--- config.mk ---
export PLATFORM = sky130hd
export DESIGN_NAME = mme_apb_cfg_slave
export DESIGN_NICKNAME = d
export VERILOG_FILES = /design/src/rtl/mme_apb_cfg_slave.sv
export SDC_FILE = /design/constraint.sdc
export NUM_CORES = 1
export LEC_CHECK = 0
export BUFFER_PORTS_ARGS = -buffer_cell sky130_fd_sc_hd__buf_2
export CORE_MARGIN = 4
export CORE_UTILIZATION = 51
export DETAILED_ROUTE_END_ITERATION = 6
export GPL_TIMING_DRIVEN = 0
export PLACE_DENSITY = 0.78
export RECOVER_POWER = 100
export SLEW_MARGIN = 20
export SYNTH_ARGS = -nofsm -noshare
export SYNTH_HDL_FRONTEND = slang
export SYNTH_SLANG_ARGS = --single-unit
--- constraint.sdc ---
create_clock -name clk -period 6.99 [get_ports clk]
set_input_delay 1.0485 -clock clk [delete_from_list [all_inputs] [get_ports clk]]
set_output_delay 1.0485 -clock clk [all_outputs]
set_load 0.05 [all_outputs]
--- src/rtl/mme_apb_cfg_slave.sv ---
// APB completer for the MME programming model: config registers,
// command/start pulse and sticky done/busy status.
module mme_apb_cfg_slave #(
    parameter logic [31:0] IP_VERSION  = 32'h0001_0000,
    parameter int          ADDR_W      = 12,
    parameter int          WAIT_STATES = 0
) (
    input  logic              clk,
    input  logic              rst_n,
    input  logic              psel,
    input  logic              penable,
    input  logic [ADDR_W-1:0] paddr,
    input  logic              pwrite,
    input  logic [31:0]       pwdata,
    output logic              pready,
    output logic [31:0]       prdata,
    output logic              pslverr,
    output logic [31:0]       mat_width_o,
    output logic [31:0]       mat_a_addr_o,
    output logic [31:0]       mat_b_addr_o,
    output logic [31:0]       mat_c_addr_o,
    output logic              start_o,
    input  logic              done_i,
    output logic              busy_o
);

    localparam logic [2:0] WS = 3'(WAIT_STATES);

    localparam logic [ADDR_W-1:0] A_VER  = ADDR_W'(12'h000);
    localparam logic [ADDR_W-1:0] A_CFG  = ADDR_W'(12'h100);
    localparam logic [ADDR_W-1:0] A_MA   = ADDR_W'(12'h200);
    localparam logic [ADDR_W-1:0] A_MB   = ADDR_W'(12'h204);
    localparam logic [ADDR_W-1:0] A_MC   = ADDR_W'(12'h208);
    localparam logic [ADDR_W-1:0] A_CMD  = ADDR_W'(12'h20C);
    localparam logic [ADDR_W-1:0] A_STAT = ADDR_W'(12'h210);

    logic [2:0]  cnt;
    logic        busy;
    logic        done;
    logic        access;
    logic        wr;
    logic        err;
    logic [31:0] rd;
    logic        start_ok;

    logic sel_ver, sel_cfg, sel_ma, sel_mb, sel_mc, sel_cmd, sel_stat;

    assign sel_ver  = (paddr == A_VER);
    assign sel_cfg  = (paddr == A_CFG);
    assign sel_ma   = (paddr == A_MA);
    assign sel_mb   = (paddr == A_MB);
    assign sel_mc   = (paddr == A_MC);
    assign sel_cmd  = (paddr == A_CMD);
    assign sel_stat = (paddr == A_STAT);

    // Reset is high-active here, so it also gates the handshake outputs
    assign access = psel & penable & ~rst_n;
    assign pready = access & (cnt == WS);
    assign wr     = pready & pwrite;

    always_comb begin
        rd  = '0;
        err = 1'b0;
        unique case (1'b1)
            sel_ver: begin
                rd  = IP_VERSION;
                err = pwrite;
            end
            sel_cfg: begin
                rd  = mat_width_o;
                err = pwrite & busy;
            end
            sel_ma: begin
                rd  = mat_a_addr_o;
                err = pwrite & (busy | (pwdata[1:0] != 2'b00));
            end
            sel_mb: begin
                rd  = mat_b_addr_o;
                err = pwrite & (busy | (pwdata[1:0] != 2'b00));
            end
            sel_mc: begin
                rd  = mat_c_addr_o;
                err = pwrite & (busy | (pwdata[1:0] != 2'b00));
            end
            sel_cmd: begin
                rd  = '0;
                err = pwrite & busy & pwdata[0];
            end
            sel_stat: begin
                rd  = {30'd0, busy, done};
                err = pwrite;
            end
            default: begin
                rd  = '0;
                err = 1'b1;
            end
        endcase
    end

    assign prdata   = (pready & ~pwrite) ? rd : 32'd0;
    assign pslverr  = pready & err;
    assign start_ok = wr & ~err & sel_cmd & pwdata[0];
    assign busy_o   = busy;

    always_ff @(posedge clk or posedge rst_n) begin
        if (rst_n) begin
            cnt <= '0;
        end else if (!psel || pready) begin
            cnt <= '0;
        end else if (access && cnt < WS) begin
            cnt <= cnt + 3'd1;
        end
    end

    always_ff @(posedge clk or posedge rst_n) begin
        if (rst_n) begin
            mat_width_o  <= '0;
            mat_a_addr_o <= '0;
            mat_b_addr_o <= '0;
            mat_c_addr_o <= '0;
        end else if (wr && !err) begin
            if (sel_cfg) mat_width_o  <= pwdata;
            if (sel_ma)  mat_a_addr_o <= pwdata;
            if (sel_mb)  mat_b_addr_o <= pwdata;
            if (sel_mc)  mat_c_addr_o <= pwdata;
        end
    end

    // An accepted start takes priority over a coincident done pulse
    always_ff @(posedge clk or posedge rst_n) begin
        if (rst_n) begin
            start_o <= 1'b0;
            busy    <= 1'b0;
            done    <= 1'b0;
        end else begin
            start_o <= start_ok;
            if (start_ok) begin
                busy <= 1'b1;
                done <= 1'b0;
            end else if (done_i && busy) begin
                busy <= 1'b0;
                done <= 1'b1;
            end
        end
    end

endmodule

Word-level counts from Yosys, hierarchy flattened
Cells that the tools add are included.
- add/sub/neg operators: 1
- magnitude comparators: 1
- equality and inequality tests: 6
- multiplexer cells: 9
- bitwise operators: 16
- reduce and logical (&&, ||, !) cells: 17
- operators with widths (kind ; number):
    one-hot mux 32 bit (6 select lines) ; 1
    equality test 12 x 10 -> 1 bit (second input constant) ; 5
    2-to-1 mux 32 bit ; 1
    AND 1 bit ; 12
    equality test 12 x 9 -> 1 bit (second input constant) ; 1
    zero test 12 bit ; 1
    AND reduction 2 bit ; 4
    2-to-1 mux 3 bit ; 2
    nonzero test 2 bit ; 3
    2-to-1 mux 1 bit ; 4
    one-hot mux 1 bit (4 select lines) ; 1
    adder 3 x 1 -> 3 bit (second input constant) ; 1
    logical AND 1 bit ; 3
    zero test 3 bit ; 1
    < comparator 3 x 1 -> 1 bit (second input constant) ; 1
    inverter 1 bit ; 3
    OR reduction 3 bit ; 1
    zero test 1 bit ; 2
    OR reduction 2 bit ; 1
    logical OR 1 bit ; 1
    bitwise OR 1 bit ; 1
- bits in registers: 134
- input bits: 50
- output and inout bits: 164

Depth between registers and ports, before layout
Gate-level depths: netlist of the first run.
- word-level depth: 9
- mapped depth: 9
- depth with buffers taken out: 6

Worst setup path before layout of the first run
No wires, ideal clock.
- kind: input to output
- start point: input port rst_n
- end point: output port prdata[10]
- data arrival time: 5.926 ns
- data required time: 5.941 ns
- slack: 0.015 ns
- stages on the path: 6
- buffers on the path: 1
- cells stage by stage: inv_1 -> nand3_1 -> inv_1 -> nand2_1 -> clkbuf_1 -> nor2_1
- longest elaborated chain between the ends: 5
- ends and longest elaborated chain (what ; RTL line ; text):
    start: declaration ; 9 ; input logic rst_n,
    inverter 1 bit ; 57 ; assign access = psel & penable & ~rst_n;
    AND 1 bit ; 57 ;
    AND 1 bit ; 58 ; assign pready = access & (cnt == WS);
    named net pready ; 15 ; output logic pready,
    AND 1 bit ; 100 ; assign prdata = (pready & ~pwrite) ? rd : 32'd0;
    2-to-1 mux 32 bit ; 100 ;
    end: declaration ; 16 ; output logic [31:0] prdata,
The timed path passes the listed nets, and every way through them passes these cells.

Final worst setup path of the first run
- start point: input port paddr[4]
- end point: output port prdata[20]
- longest elaborated chain between the ends: 3
- ends and longest elaborated chain (what ; RTL line ; text):
    start: declaration ; 12 ; input logic [ADDR_W-1:0] paddr,
    equality test 12 x 10 -> 1 bit, or another cell as far along ; 54 ; assign sel_stat = (paddr == A_STAT);
    one-hot mux 32 bit (6 select lines) (*) ; 64 ; unique case (1'b1)
    2-to-1 mux 32 bit (*) ; 100 ;
Every way passes the cells marked *; elsewhere a longest branch is shown, timed or not.

==> results_tabular.tex, run 1 <==
\begin{tabular}{lr}
\hline
Metric & Value \\
\hline
\multicolumn{2}{l}{\textbf{Status}} \\
Outcome & finished, final reports clean \\
\multicolumn{2}{l}{\textbf{Pwr}} \\
PnR Total Power & 1740 µW \\
Worst vdd ir & 0.000146 V \\
Lkg Pwr & 0.00354 µW \\
Power per unit of standard cell area & 223 nW/µm² \\
\multicolumn{2}{l}{\textbf{Floorplanning}} \\
Die height & 119 µm \\
Initial Util & a little over half \\
Placement Rows & 40 \\
Die width & 119 µm \\
Area enclosed by the die boundary & 14100 µm² \\
Top-Level Pins & $\sim$210 \\
Core region area & between 10000 and 15000 µm² \\
\multicolumn{2}{l}{\textbf{Synthesis}} \\
Share of synthesized flip-flops with an asynchronous set or reset & 100\% \\
Most used flip-flop cell after synthesis & dfrtp\_1 \\
Count of synthesis-stage warnings from yosys & 0 \\
Number of flip-flops and latches in the synthesized netlist & 131 \\
Cell Area, Synth & approximately 6300 µm² \\
Most area-hungry cell type in the Yosys netlist & dfrtp\_1 \\
Most common library cells after synthesis & dfrtp\_1 (131), mux2\_2 (89), a22oi\_1 (61) \\
Fraction of the yosys area taken by sequential cells & $\sim$52\% \\
Count of cell types in the netlist & 38 \\
Area contributors post-synth & dfrtp\_1 (52\%), mux2\_2 (16\%), a22oi\_1 (7.3\%) \\
Cells after synthesis & 492 \\
Library cell with the highest instance count after synthesis & dfrtp\_1 \\
Nets in the synthesized netlist & 542 \\
Number of enable flip-flop cells after synthesis & 0 \\
Mean instance size in the synthesized netlist & 12.7 µm² \\
Yosys top cell area share & 52.4\% \\
\multicolumn{2}{l}{\textbf{Critical path}} \\
Capturing element type of the critical path & output pin \\
Launching point of the worst reg2reg path & busy\_o\$\_DFFE\_PP0P\_ \\
Start-to-end type of the worst setup path & in2out \\
Worst setup slack for register-to-register paths & 4050 ps \\
R2r endpoint & mat\_width\_o[13]\$\_DFFE\_PP0P\_ \\
Arrival time worst endpoint & 4000 ps \\
Element type at the critical path start & input pin \\
Critical Path RT & 5940 ps \\
Critical path fanouts, max & 10 \\
Worst Reg2Reg Path Length in Cells & 4 \\
\multicolumn{2}{l}{\textbf{Drt}} \\
Total Wirelength & 20700 µm \\
Drt via density & slightly above 6 \\
Final ANT Viol Nets & 0 \\
Avg WL per Cell & 23.4 µm \\
First-pass DRT Iterations & 6 \\
Via count & approximately 5400 \\
Remaining design rule violation count & 0 \\
Number of DRC violations after detailed-routing iteration 0 & about 460 \\
\multicolumn{2}{l}{\textbf{Timing}} \\
Top achievable clock speed & 198 MHz \\
Final cycle utilization of the critical path & 72.2\% \\
Setup Skew & 2.78 ps \\
Final Max Slew Viols & 0 \\
Final setup violating endpoints & 0 \\
Slew at the pin closest to its max-slew limit & 1170 ps \\
Final Hold Viols & 0 \\
Setup repair after global routing missed its margin & no \\
Clock period minus final worst setup slack & 5050 ps \\
Minimum setup slack in the final design & 1940 ps \\
Relative slew slack & 21.1\% \\
\multicolumn{2}{l}{\textbf{Global routing}} \\
Pin count of the biggest net entering global routing & 83 \\
Initial antenna violation count & 1 \\
Via count of the first global-routing pass & 5742 \\
Global Route Usage Sum & between 20 and 30\% \\
First-pass GRT wire length & 32500 µm \\
Grt total ovfl & 0 \\
\multicolumn{2}{l}{\textbf{Placement}} \\
DP Worst Slack & 2190 ps \\
Count of buffers from port buffering & 212 \\
RePlAce Congestion & between 0.9 and 1 \\
Detailed-placement wirelength estimate & around 15000 µm \\
\multicolumn{2}{l}{\textbf{Clocking}} \\
Cell chosen for the clock root & clkbuf\_16 \\
Number of buffers between clock root and the deepest sink & 2 \\
CTS clock-pin slew for the worst setup and hold paths & 50 ps \\
Number of gates resized after cts & 0 \\
TritonCTS clock tree & done \\
Buffers inserted by post-CTS timing repair & 0 \\
Clock buffer count from CTS & 17 \\
H-tree level count & 4 \\
Total clock sinks & around 130 \\
Insertion delay of the later-clocked pin in the worst-skew pair & 420 ps \\
Count of hold-fix buffers inserted at cts & 0 \\
\multicolumn{2}{l}{\textbf{Hold path}} \\
Class of the tightest hold or removal check & reg2reg \\
Worst Min Path Start & done\$\_DFFE\_PP0P\_ \\
Worst Hold Depth & 2 \\
Worst hold endpoint & done\$\_DFFE\_PP0P\_ \\
\multicolumn{2}{l}{\textbf{Layout}} \\
Area taken by multi-input logic gates & 2690 µm² \\
Final antenna diode count & 0 \\
Share of layout cells above drive strength 1 & 23.1\% \\
Fin nets & 774 \\
Synthesis-to-finish area growth & 24.5\% \\
Area occupied by registers & 3280 µm² \\
Number of fillers in the final layout & 1042 \\
\multicolumn{2}{l}{\textbf{Flow run}} \\
Max-cap check violation count & 0 \\
\hline
\end{tabular}
state kept, by name, indices dropped and copies added, names as in the netlist:
name / flops
busy_o: 1
done: 1
mat_a_addr_o: 32
mat_b_addr_o: 32
mat_c_addr_o: 32
mat_width_o: 32
start_o: 1
power by group:
part | switching [µW] | internal [µW] | leakage (µW)
clock | 312 | 597 | 0.000292
combinational | 54.7 | 18.1 | 0.00142
sequential | 0.376 | 759 | 0.00183
total | 367 | 1370 | 0.00354
layer usage:
layer	routed length, µm	part of all wire [%]	GRT usage [%]
met1	7970	39	36.4
met2	10100	49	48.8
met3	1830	8.9	8.85
met4	750	3.6	13.2
met5	7	0.034	0
cell families after synthesis:
logic type / synth area share, %
AOI/OAI and AO/OA: 13.5
xor gates and xnor gates: 0.140
buffers and inverters: 3.10
DFF: 52.4
muxes: 23.8
and+or+nand+nor: 7.07
worst max-delay path by stage:
stage              from         end  slack, ps
6_report       paddr[4]  prdata[20]       1940
5_1_grt        paddr[4]  prdata[12]       1810
4_1_cts        paddr[4]  prdata[12]       2170
3_5_place_dp   paddr[4]  prdata[12]       2190
3_3_place_gp      rst_n  prdata[20]      -1030
2_1_floorplan     rst_n  prdata[10]         20
layout by cell type (no fill, tap or decap), types with 6 or more instances in the layout:
cell	n
clkbuf_1	203
dfrtp_1	131
mux2_2	89
a22oi_1	61
buf_2	50
nor2_1	35
mux2_1	31
o2bb2ai_1	28
clkbuf_16	17
nand3_1	9
nor3_1	7
nor2b_1	6
metrics by stage:
step | cell area (µm²) | TNS [ps] | util, % | hold slack (ps) | cells
final | 7800 | 0 | 64.9 | 504 | 883
after global routing | 7800 | 0 | 64.9 | 520 | 883
after CTS | 8140 | 0 | 67.8 | 505 | 883
after detailed placement | 7540 | 0 | 62.8 | 492 | 852
after global placement | 7510 | -38300 | 62.5 | 492 | 851
after floorplan | 6260 | 0 | - | 463 | 492
critical path: stages:
cell	delay, ps
clkbuf_1	130
nor4_1	480
clkbuf_1	440
and4_1	290
a211o_1	230
clkbuf_1	530
a22oi_1	160
nor2_1	190
clkbuf_1	500
cell type report:
type                       count  area share, %
multi-input combinational    319           34.4
buffer                        37           1.78
tap                          147           2.36
clock buffer                  27           6.45
sequential                   131           42.0
timing repair buffer         213           11.4
inverter                       5          0.337
clock inverter                 4           1.22
(Power assumes the default switching activity.)
==> run 2, diff against run 1 <==
ABC_AREA = 1   (was not set)
PLACE_DENSITY = 0.77   (was 0.78)
clock period = 4.99 ns   (was 6.99 ns; I/O delays follow)
==> run 2 against run 1 <==
Compared with the run above: global-route usage rose by 4.8 points; sequential power up 39%; count of clock-buffer cells in the layout decreased by 3; clock skew rose by 11 ps; critical path depth did not move; register-to-register slack lost 1100 ps; design area up 5.9%; hold slack worse by 160 ps.
==> results_tabular.tex, run 2 <==
\begin{tabular}{lr}
\hline
Metric & Value \\
\hline
\multicolumn{2}{l}{\textbf{Status}} \\
Outcome & finished, final reports clean \\
\multicolumn{2}{l}{\textbf{Placement}} \\
Count of buffers from port buffering & 213 (+0.47\%) \\
Number of placed instances, taps included & 1218 (+43\%) \\
DP Worst Slack & 1000 ps (-1190 ps) \\
RePlAce Congestion & 0.864 (-9.6\%) \\
Detailed-placement wirelength estimate & 17400 µm (+19\%) \\
\multicolumn{2}{l}{\textbf{Synthesis}} \\
Most used flip-flop cell after synthesis & dfrtp\_1 \\
Library cell with the highest instance count after synthesis & nand2\_1 \\
Fraction of the yosys area taken by sequential cells & 49.0\% (-3.4 points) \\
Nets in the synthesized netlist & 882 (+63\%) \\
Area contributors post-synth & dfrtp\_1 (49\%), nand2\_1 (22\%), nand4\_1 (11\%) \\
Most area-hungry cell type in the Yosys netlist & dfrtp\_1 \\
Count of synthesis-stage warnings from yosys & 0 (unchanged) \\
Number of flip-flops and latches in the synthesized netlist & 131 (unchanged) \\
Most common library cells after synthesis & nand2\_1 (401), dfrtp\_1 (131), nand4\_1 (123) \\
Share of synthesized flip-flops with an asynchronous set or reset & 100\% (unchanged) \\
Count of cell types in the netlist & 25 (-34\%) \\
Cell Area, Synth & 6690 µm² (+6.9\%) \\
Cells after synthesis & 832 (+69\%) \\
Number of enable flip-flop cells after synthesis & 0 (unchanged) \\
Mean instance size in the synthesized netlist & 8.04 µm² (-37\%) \\
Yosys top cell area share & 49.0\% (-3.4 points) \\
\multicolumn{2}{l}{\textbf{Clocking}} \\
Insertion delay of the later-clocked pin in the worst-skew pair & 440 ps (+20 ps) \\
CTS clock-pin slew for the worst setup and hold paths & 50 ps (about the same) \\
Buffers inserted by post-CTS timing repair & 0 (unchanged) \\
Total clock sinks & 131 (unchanged) \\
Number of buffers between clock root and the deepest sink & 2 (unchanged) \\
Cell chosen for the clock root & clkbuf\_16 \\
Clock buffer count from CTS & 17 (unchanged) \\
Number of gates resized after cts & 0 (unchanged) \\
TritonCTS clock tree & done \\
Count of hold-fix buffers inserted at cts & 0 (unchanged) \\
H-tree level count & 4 (unchanged) \\
\multicolumn{2}{l}{\textbf{Critical path}} \\
Critical Path RT & 4240 ps (-1700 ps) \\
Capturing element type of the critical path & output pin \\
Element type at the critical path start & input pin \\
Critical path fanouts, max & 81 (+71) \\
Arrival time worst endpoint & 3550 ps (-450 ps) \\
Start-to-end type of the worst setup path & in2out \\
\multicolumn{2}{l}{\textbf{Global routing}} \\
Initial antenna violation count & 0 (-1) \\
Global Route Usage Sum & 34.6\% (+4.8 points) \\
Pin count of the biggest net entering global routing & 82 (-1.2\%) \\
First-pass GRT wire length & 39000 µm (+20\%) \\
Grt total ovfl & 0 (unchanged) \\
Via count of the first global-routing pass & 7074 (+23\%) \\
\multicolumn{2}{l}{\textbf{Floorplanning}} \\
Top-Level Pins & 214 (unchanged) \\
Placement Rows & 41 (+2.5\%) \\
Initial Util & 52.6\% (+0.48 points) \\
Area enclosed by the die boundary & 15000 µm² (+6.4\%) \\
Die width & 123 µm (+3.2\%) \\
Die height & 123 µm (+3.2\%) \\
Core region area & 12700 µm² (+5.9\%) \\
\multicolumn{2}{l}{\textbf{Layout}} \\
Leading cell type in the layout, fill and taps excluded & nand2\_1 \\
Non-filler instance count after layout & 1247 (+41\%) \\
Commonest cells after routing, fill and taps aside & nand2\_1 (401), clkbuf\_1 (202), dfrtp\_1 (131) \\
Final antenna diode count & 0 (unchanged) \\
Fin nets & 1115 (+44\%) \\
Synthesis-to-finish area growth & 23.4\% \\
Share of layout cells above drive strength 1 & 10.7\% (-12 points) \\
\multicolumn{2}{l}{\textbf{Hold path}} \\
Class of the tightest hold or removal check & in2async \\
\multicolumn{2}{l}{\textbf{Pwr}} \\
Power per unit of standard cell area & 282 nW/µm² (+26\%) \\
Worst vdd ir & 0.000228 V (+56\%) \\
Power share of the clock group & 50.7\% (-1.5 points) \\
Lkg Pwr & 0.00406 µW (+15\%) \\
Design internal power & 1810 µW (+32\%) \\
Net switching fraction of the power & 22.4\% (+1.3 points) \\
Part of the power in combinational logic & 3.7\% (-0.5 points) \\
Sequential Power Share & 45.6\% (+2.0 points) \\
NetSw & 522 µW (+42\%) \\
\multicolumn{2}{l}{\textbf{Drt}} \\
Via count & 7440 (+37\%) \\
Drt via density & 5.97 (-3.0\%) \\
Remaining design rule violation count & 0 (unchanged) \\
First-pass DRT Iterations & 5 (-1) \\
Final ANT Viol Nets & 0 (unchanged) \\
Avg WL per Cell & 20.7 µm (-11\%) \\
Total Wirelength & 25800 µm (+25\%) \\
Number of DRC violations after detailed-routing iteration 0 & 878 (+90\%) \\
\multicolumn{2}{l}{\textbf{Flow run}} \\
Max-cap check violation count & 0 (unchanged) \\
\multicolumn{2}{l}{\textbf{Timing}} \\
Final cycle utilization of the critical path & 86.2\% \\
Final setup violating endpoints & 0 (unchanged) \\
Final Max Slew Viols & 0 (unchanged) \\
Relative slew slack & 35.2\% (+14 points) \\
Setup Skew & 14.1 ps (+11.4 ps) \\
Sum of negative setup slack & 0 ps (unchanged) \\
Setup repair after global routing missed its margin & no \\
Minimum hold slack & 342 ps (-162 ps) \\
Clock period minus final worst setup slack & 4300 ps \\
Top achievable clock speed & $\sim$230 MHz \\
Minimum setup slack in the final design & 688 ps (-1260 ps) \\
Slew at the pin closest to its max-slew limit & 972 ps (-200 ps) \\
Final Hold Viols & 0 (unchanged) \\
\hline
\end{tabular}
run 2: cell types whose count changed in the layout (fill, tap and decap cells not counted), sizes merged, moves of 5 or more:
cell and delta:
nand2 +397, nand4 +127, mux2 -122, a22oi -61, a41oi +29, buf +28
o2bb2ai -28, inv +24, nor2 -9, nor2b -6, nor3 -6, nor4 -5
run 2: final timing paths:
path / from / endpoint / slack (ps) / depth (start not counted)
worst max register to register: busy_o$_DFFE_PP0P_ / mat_c_addr_o[26]$_DFFE_PP0P_ / 2930 / 9
max in group asynchronous: rst_n / mat_width_o[20]$_DFFE_PP0P_ / 3890 / 3
worst min register to register: mat_c_addr_o[0]$_DFFE_PP0P_ / mat_c_addr_o[0]$_DFFE_PP0P_ / 500 / 2
min in group clk: mat_c_addr_o[0]$_DFFE_PP0P_ / mat_c_addr_o[0]$_DFFE_PP0P_ / 500 / 2
worst min-delay path: rst_n / mat_a_addr_o[4]$_DFFE_PP0P_ / 340 / 2
worst max-delay path: rst_n / prdata[17] / 690 / 9
run 2: kinds of logic after synthesis:
group	synth area share, %
AO/OA/AOI/OAI	4.94
buffers and inverters	7.74
flip-flops	49.0
AND/OR/NAND/NOR	38.3
run 2: final cells by class:
type | instances | area (µm²)
clock inverters | 5 | 52.6
repair buffers | 214 | 891
clock buffers | 24 | 492
well taps | 172 | 215
plain buffers | 66 | 368
inverters | 29 | 116
fillers | 1270 | 4470
flip-flops and latches | 131 | 3280
multi-input cells | 606 | 2840
run 2: through the flow:
stage          area, µm²  utilization (%)  power (µW)
2_1_floorplan       6700                -        1120
3_3_place_gp        7980             62.7        1160
3_5_place_dp        8010             63.0        1170
4_1_cts             8550             67.2        2320
5_1_grt             8260             64.9        2380
6_report            8260             64.9        2330
run 2: power by group through the flow:
stage                     sequential (µW)  combinational (µW)  clock (µW)
after CTS                            1060                87.1        1170
final                                1060                86.8        1180
after global routing                 1060                94.9        1220
after detailed placement             1080                86.2           0
after global placement               1080                82.6           0
after floorplan                      1080                35.9           0
run 2: critical path: stages:
cell and delay (ps):
clkbuf_1 130, inv_8 300, buf_16 370, nand3_1 250
inv_1 160, nand3_1 250, clkbuf_1 410, a41oi_1 340
clkbuf_1 500
run 2: metal layers:
metal / GRT usage, % / share of wire [%] / vias to the layer above / wire length (µm)
met5: 0 / 0 / - / 0
met4: 13.2 / 3.2 / 0 / 823
met3: 10.4 / 12 / 73 / 3160
met2: 55.2 / 47 / 510 / 12100
met1: 44.5 / 38 / 3580 / 9720
li1: - / - / 3277 / -
==> run 3, diff against run 2 <==
CTS_BUF_LIST = sky130_fd_sc_hd__clkbuf_16   (was not set)
==> run 3 against run 2 <==
Compared with the run above: non-clock buffer count unchanged; die area is the same; first-iteration DRC count is 2.1% lower; clock power down 6%; sequential power about the same; highest routed layer unchanged; via count barely moved; critical endpoint is now prdata[26].
==> results_tabular.tex, run 3 (same netlist as run 2, synthesis figures left out) <==
\begin{tabular}{lr}
\hline
Metric & Value \\
\hline
\multicolumn{2}{l}{\textbf{Global routing}} \\
Global Route Usage Sum & 34.4\% (-0.17 points) \\
Via count of the first global-routing pass & 7039 (-0.49\%) \\
Grt total ovfl & 0 (unchanged) \\
First-pass GRT wire length & 38800 µm (-0.55\%) \\
Initial antenna violation count & 0 (unchanged) \\
Pin count of the biggest net entering global routing & 82 (unchanged) \\
\multicolumn{2}{l}{\textbf{Layout}} \\
Number of fillers in the final layout & 1279 (+0.71\%) \\
Commonest cells after routing, fill and taps aside & nand2\_1 (401), clkbuf\_1 (199), dfrtp\_1 (131) \\
Synthesis-to-finish area growth & 22.8\% \\
Leading cell type in the layout, fill and taps excluded & nand2\_1 \\
Final antenna diode count & 0 (unchanged) \\
Share of layout cells above drive strength 1 & 10.3\% (-0.37 points) \\
Fin nets & 1115 (unchanged) \\
\multicolumn{2}{l}{\textbf{Timing}} \\
Minimum setup slack in the final design & 681 ps (-6.12 ps) \\
Slew at the pin closest to its max-slew limit & 953 ps (-19.0 ps) \\
Final Max Slew Viols & 0 (unchanged) \\
Sum of negative setup slack & 0 ps (unchanged) \\
Final cycle utilization of the critical path & 86.3\% (+0.12 points) \\
Final setup violating endpoints & 0 (unchanged) \\
Final Hold Viols & 0 (unchanged) \\
Relative slew slack & 36.5\% (+1.3 points) \\
Setup Skew & 13.5 ps (-0.626 ps) \\
Top achievable clock speed & 232 MHz (-0.14\%) \\
Clock period minus final worst setup slack & 4310 ps (+6.12 ps) \\
Setup repair after global routing missed its margin & no \\
\multicolumn{2}{l}{\textbf{Clocking}} \\
Total clock sinks & 131 (unchanged) \\
Number of gates resized after cts & 0 (unchanged) \\
Clock buffer count from CTS & 17 (unchanged) \\
Count of hold-fix buffers inserted at cts & 0 (unchanged) \\
Insertion delay of the later-clocked pin in the worst-skew pair & 430 ps (about the same) \\
TritonCTS clock tree & done \\
Buffers inserted by post-CTS timing repair & 0 (unchanged) \\
Number of buffers between clock root and the deepest sink & 2 (unchanged) \\
H-tree level count & 4 (unchanged) \\
CTS clock-pin slew for the worst setup and hold paths & 50 ps (about the same) \\
Cell chosen for the clock root & clkbuf\_16 \\
\multicolumn{2}{l}{\textbf{Status}} \\
Outcome & finished, final reports clean \\
\multicolumn{2}{l}{\textbf{Pwr}} \\
Power share of the clock group & 49.0\% (-1.7 points) \\
NetSw & 513 µW (-1.7\%) \\
Sequential Power Share & 47.1\% (+1.5 points) \\
Design internal power & 1740 µW (-3.8\%) \\
Power per unit of standard cell area & 274 nW/µm² (-2.8\%) \\
Worst vdd ir & 0.000226 V (-0.73\%) \\
PnR Total Power & 2260 µW (-3.3\%) \\
Part of the power in combinational logic & 3.8\% (about the same) \\
Net switching fraction of the power & 22.7\% (+0.37 points) \\
Lkg Pwr & 0.00405 µW (-0.25\%) \\
\multicolumn{2}{l}{\textbf{Critical path}} \\
Start-to-end type of the worst setup path & in2out \\
Worst Reg2Reg Path Length in Cells & 9 (unchanged) \\
Element type at the critical path start & input pin \\
R2r endpoint & mat\_c\_addr\_o[28]\$\_DFFE\_PP0P\_ \\
Launching point of the worst reg2reg path & busy\_o\$\_DFFE\_PP0P\_ \\
Critical path fanouts, max & 81 (unchanged) \\
Arrival time worst endpoint & 3560 ps (about the same) \\
Worst setup slack for register-to-register paths & 2900 ps (-30 ps) \\
Critical Path RT & 4240 ps (about the same) \\
Capturing element type of the critical path & output pin \\
\multicolumn{2}{l}{\textbf{Flow run}} \\
Max-cap check violation count & 0 (unchanged) \\
\multicolumn{2}{l}{\textbf{Floorplanning}} \\
Die width & 123 µm (unchanged) \\
Core region area & 12700 µm² (unchanged) \\
Top-Level Pins & 214 (unchanged) \\
Area enclosed by the die boundary & 15000 µm² (unchanged) \\
Die height & 123 µm (unchanged) \\
Initial Util & 52.6\% (unchanged) \\
Placement Rows & 41 (unchanged) \\
\multicolumn{2}{l}{\textbf{Placement}} \\
RePlAce Congestion & 0.864 (unchanged) \\
Detailed-placement wirelength estimate & 17400 µm (unchanged) \\
Count of buffers from port buffering & 213 (unchanged) \\
DP Worst Slack & 1000 ps (unchanged) \\
\multicolumn{2}{l}{\textbf{Drt}} \\
Final ANT Viol Nets & 0 (unchanged) \\
Remaining design rule violation count & 0 (unchanged) \\
Drt via density & 5.97 (about the same) \\
Avg WL per Cell & 20.6 µm (-0.71\%) \\
Number of DRC violations after detailed-routing iteration 0 & 860 (-2.1\%) \\
First-pass DRT Iterations & 6 (+1) \\
Total Wirelength & 25600 µm (-0.71\%) \\
Via count & 7441 (+0.013\%) \\
\multicolumn{2}{l}{\textbf{Hold path}} \\
Class of the tightest hold or removal check & in2async \\
\hline
\end{tabular}
-- run 3: worst max-delay path by stage --
| stage | to | startpoint |
|---|---|---|
| floorplan | prdata[24] | rst_n |
| global placement | prdata[26] | rst_n |
| detailed placement | prdata[26] | rst_n |
| CTS | prdata[26] | rst_n |
| global route | prdata[17] | rst_n |
| finish | prdata[26] | rst_n |
-- run 3: worst max-delay path, stage by stage --
cell and delay (ps):
clkbuf_1 130, inv_8 300, buf_16 370, nand3_1 250
inv_1 160, nand3_1 260, clkbuf_1 380, a41oi_1 360
clkbuf_1 500
-- run 3: per-layer routing --
layer  wire [µm]  up-vias  global-route usage [%]
li1            -     3282                       -
met1        9670     3566                    44.2
met4         773        0                    12.7
met2       12000      516                    55.2
met3        3240       77                    10.4
met5           0        -                       0
-- run 3: cell type report --
type	count	area (µm²)	area share, %
Buffer	66	368	4.48
Clock buffer	17	425	5.18
Clock inverter	12	78.8	0.959
Inverter	29	116	1.42
Multi-Input combinational cell	606	2840	34.6
Sequential cell	131	3280	39.9
Tap cell	172	215	2.62
Timing Repair Buffer	214	891	10.8
-- run 3: power by group through the flow --
| stage | clock, µW | combinational [µW] | sequential (µW) |
|---|---|---|---|
| 6_report | 1110 | 86.4 | 1060 |
| 2_1_floorplan | 0 | 35.9 | 1080 |
| 3_5_place_dp | 0 | 86.2 | 1080 |
| 5_1_grt | 1150 | 94.8 | 1060 |
| 3_3_place_gp | 0 | 82.6 | 1080 |
| 4_1_cts | 1100 | 87.1 | 1060 |
-- run 3: metrics by stage --
stage               util (%)  instances  hold WS (ps)  cell area (µm²)
floorplan                  -        832           501             6700
global placement        62.7       1217           471             7980
detailed placement      63.0       1218           481             8010
CTS                     66.9       1247           339             8510
global route            64.6       1247           391             8220
finish                  64.6       1247           347             8220
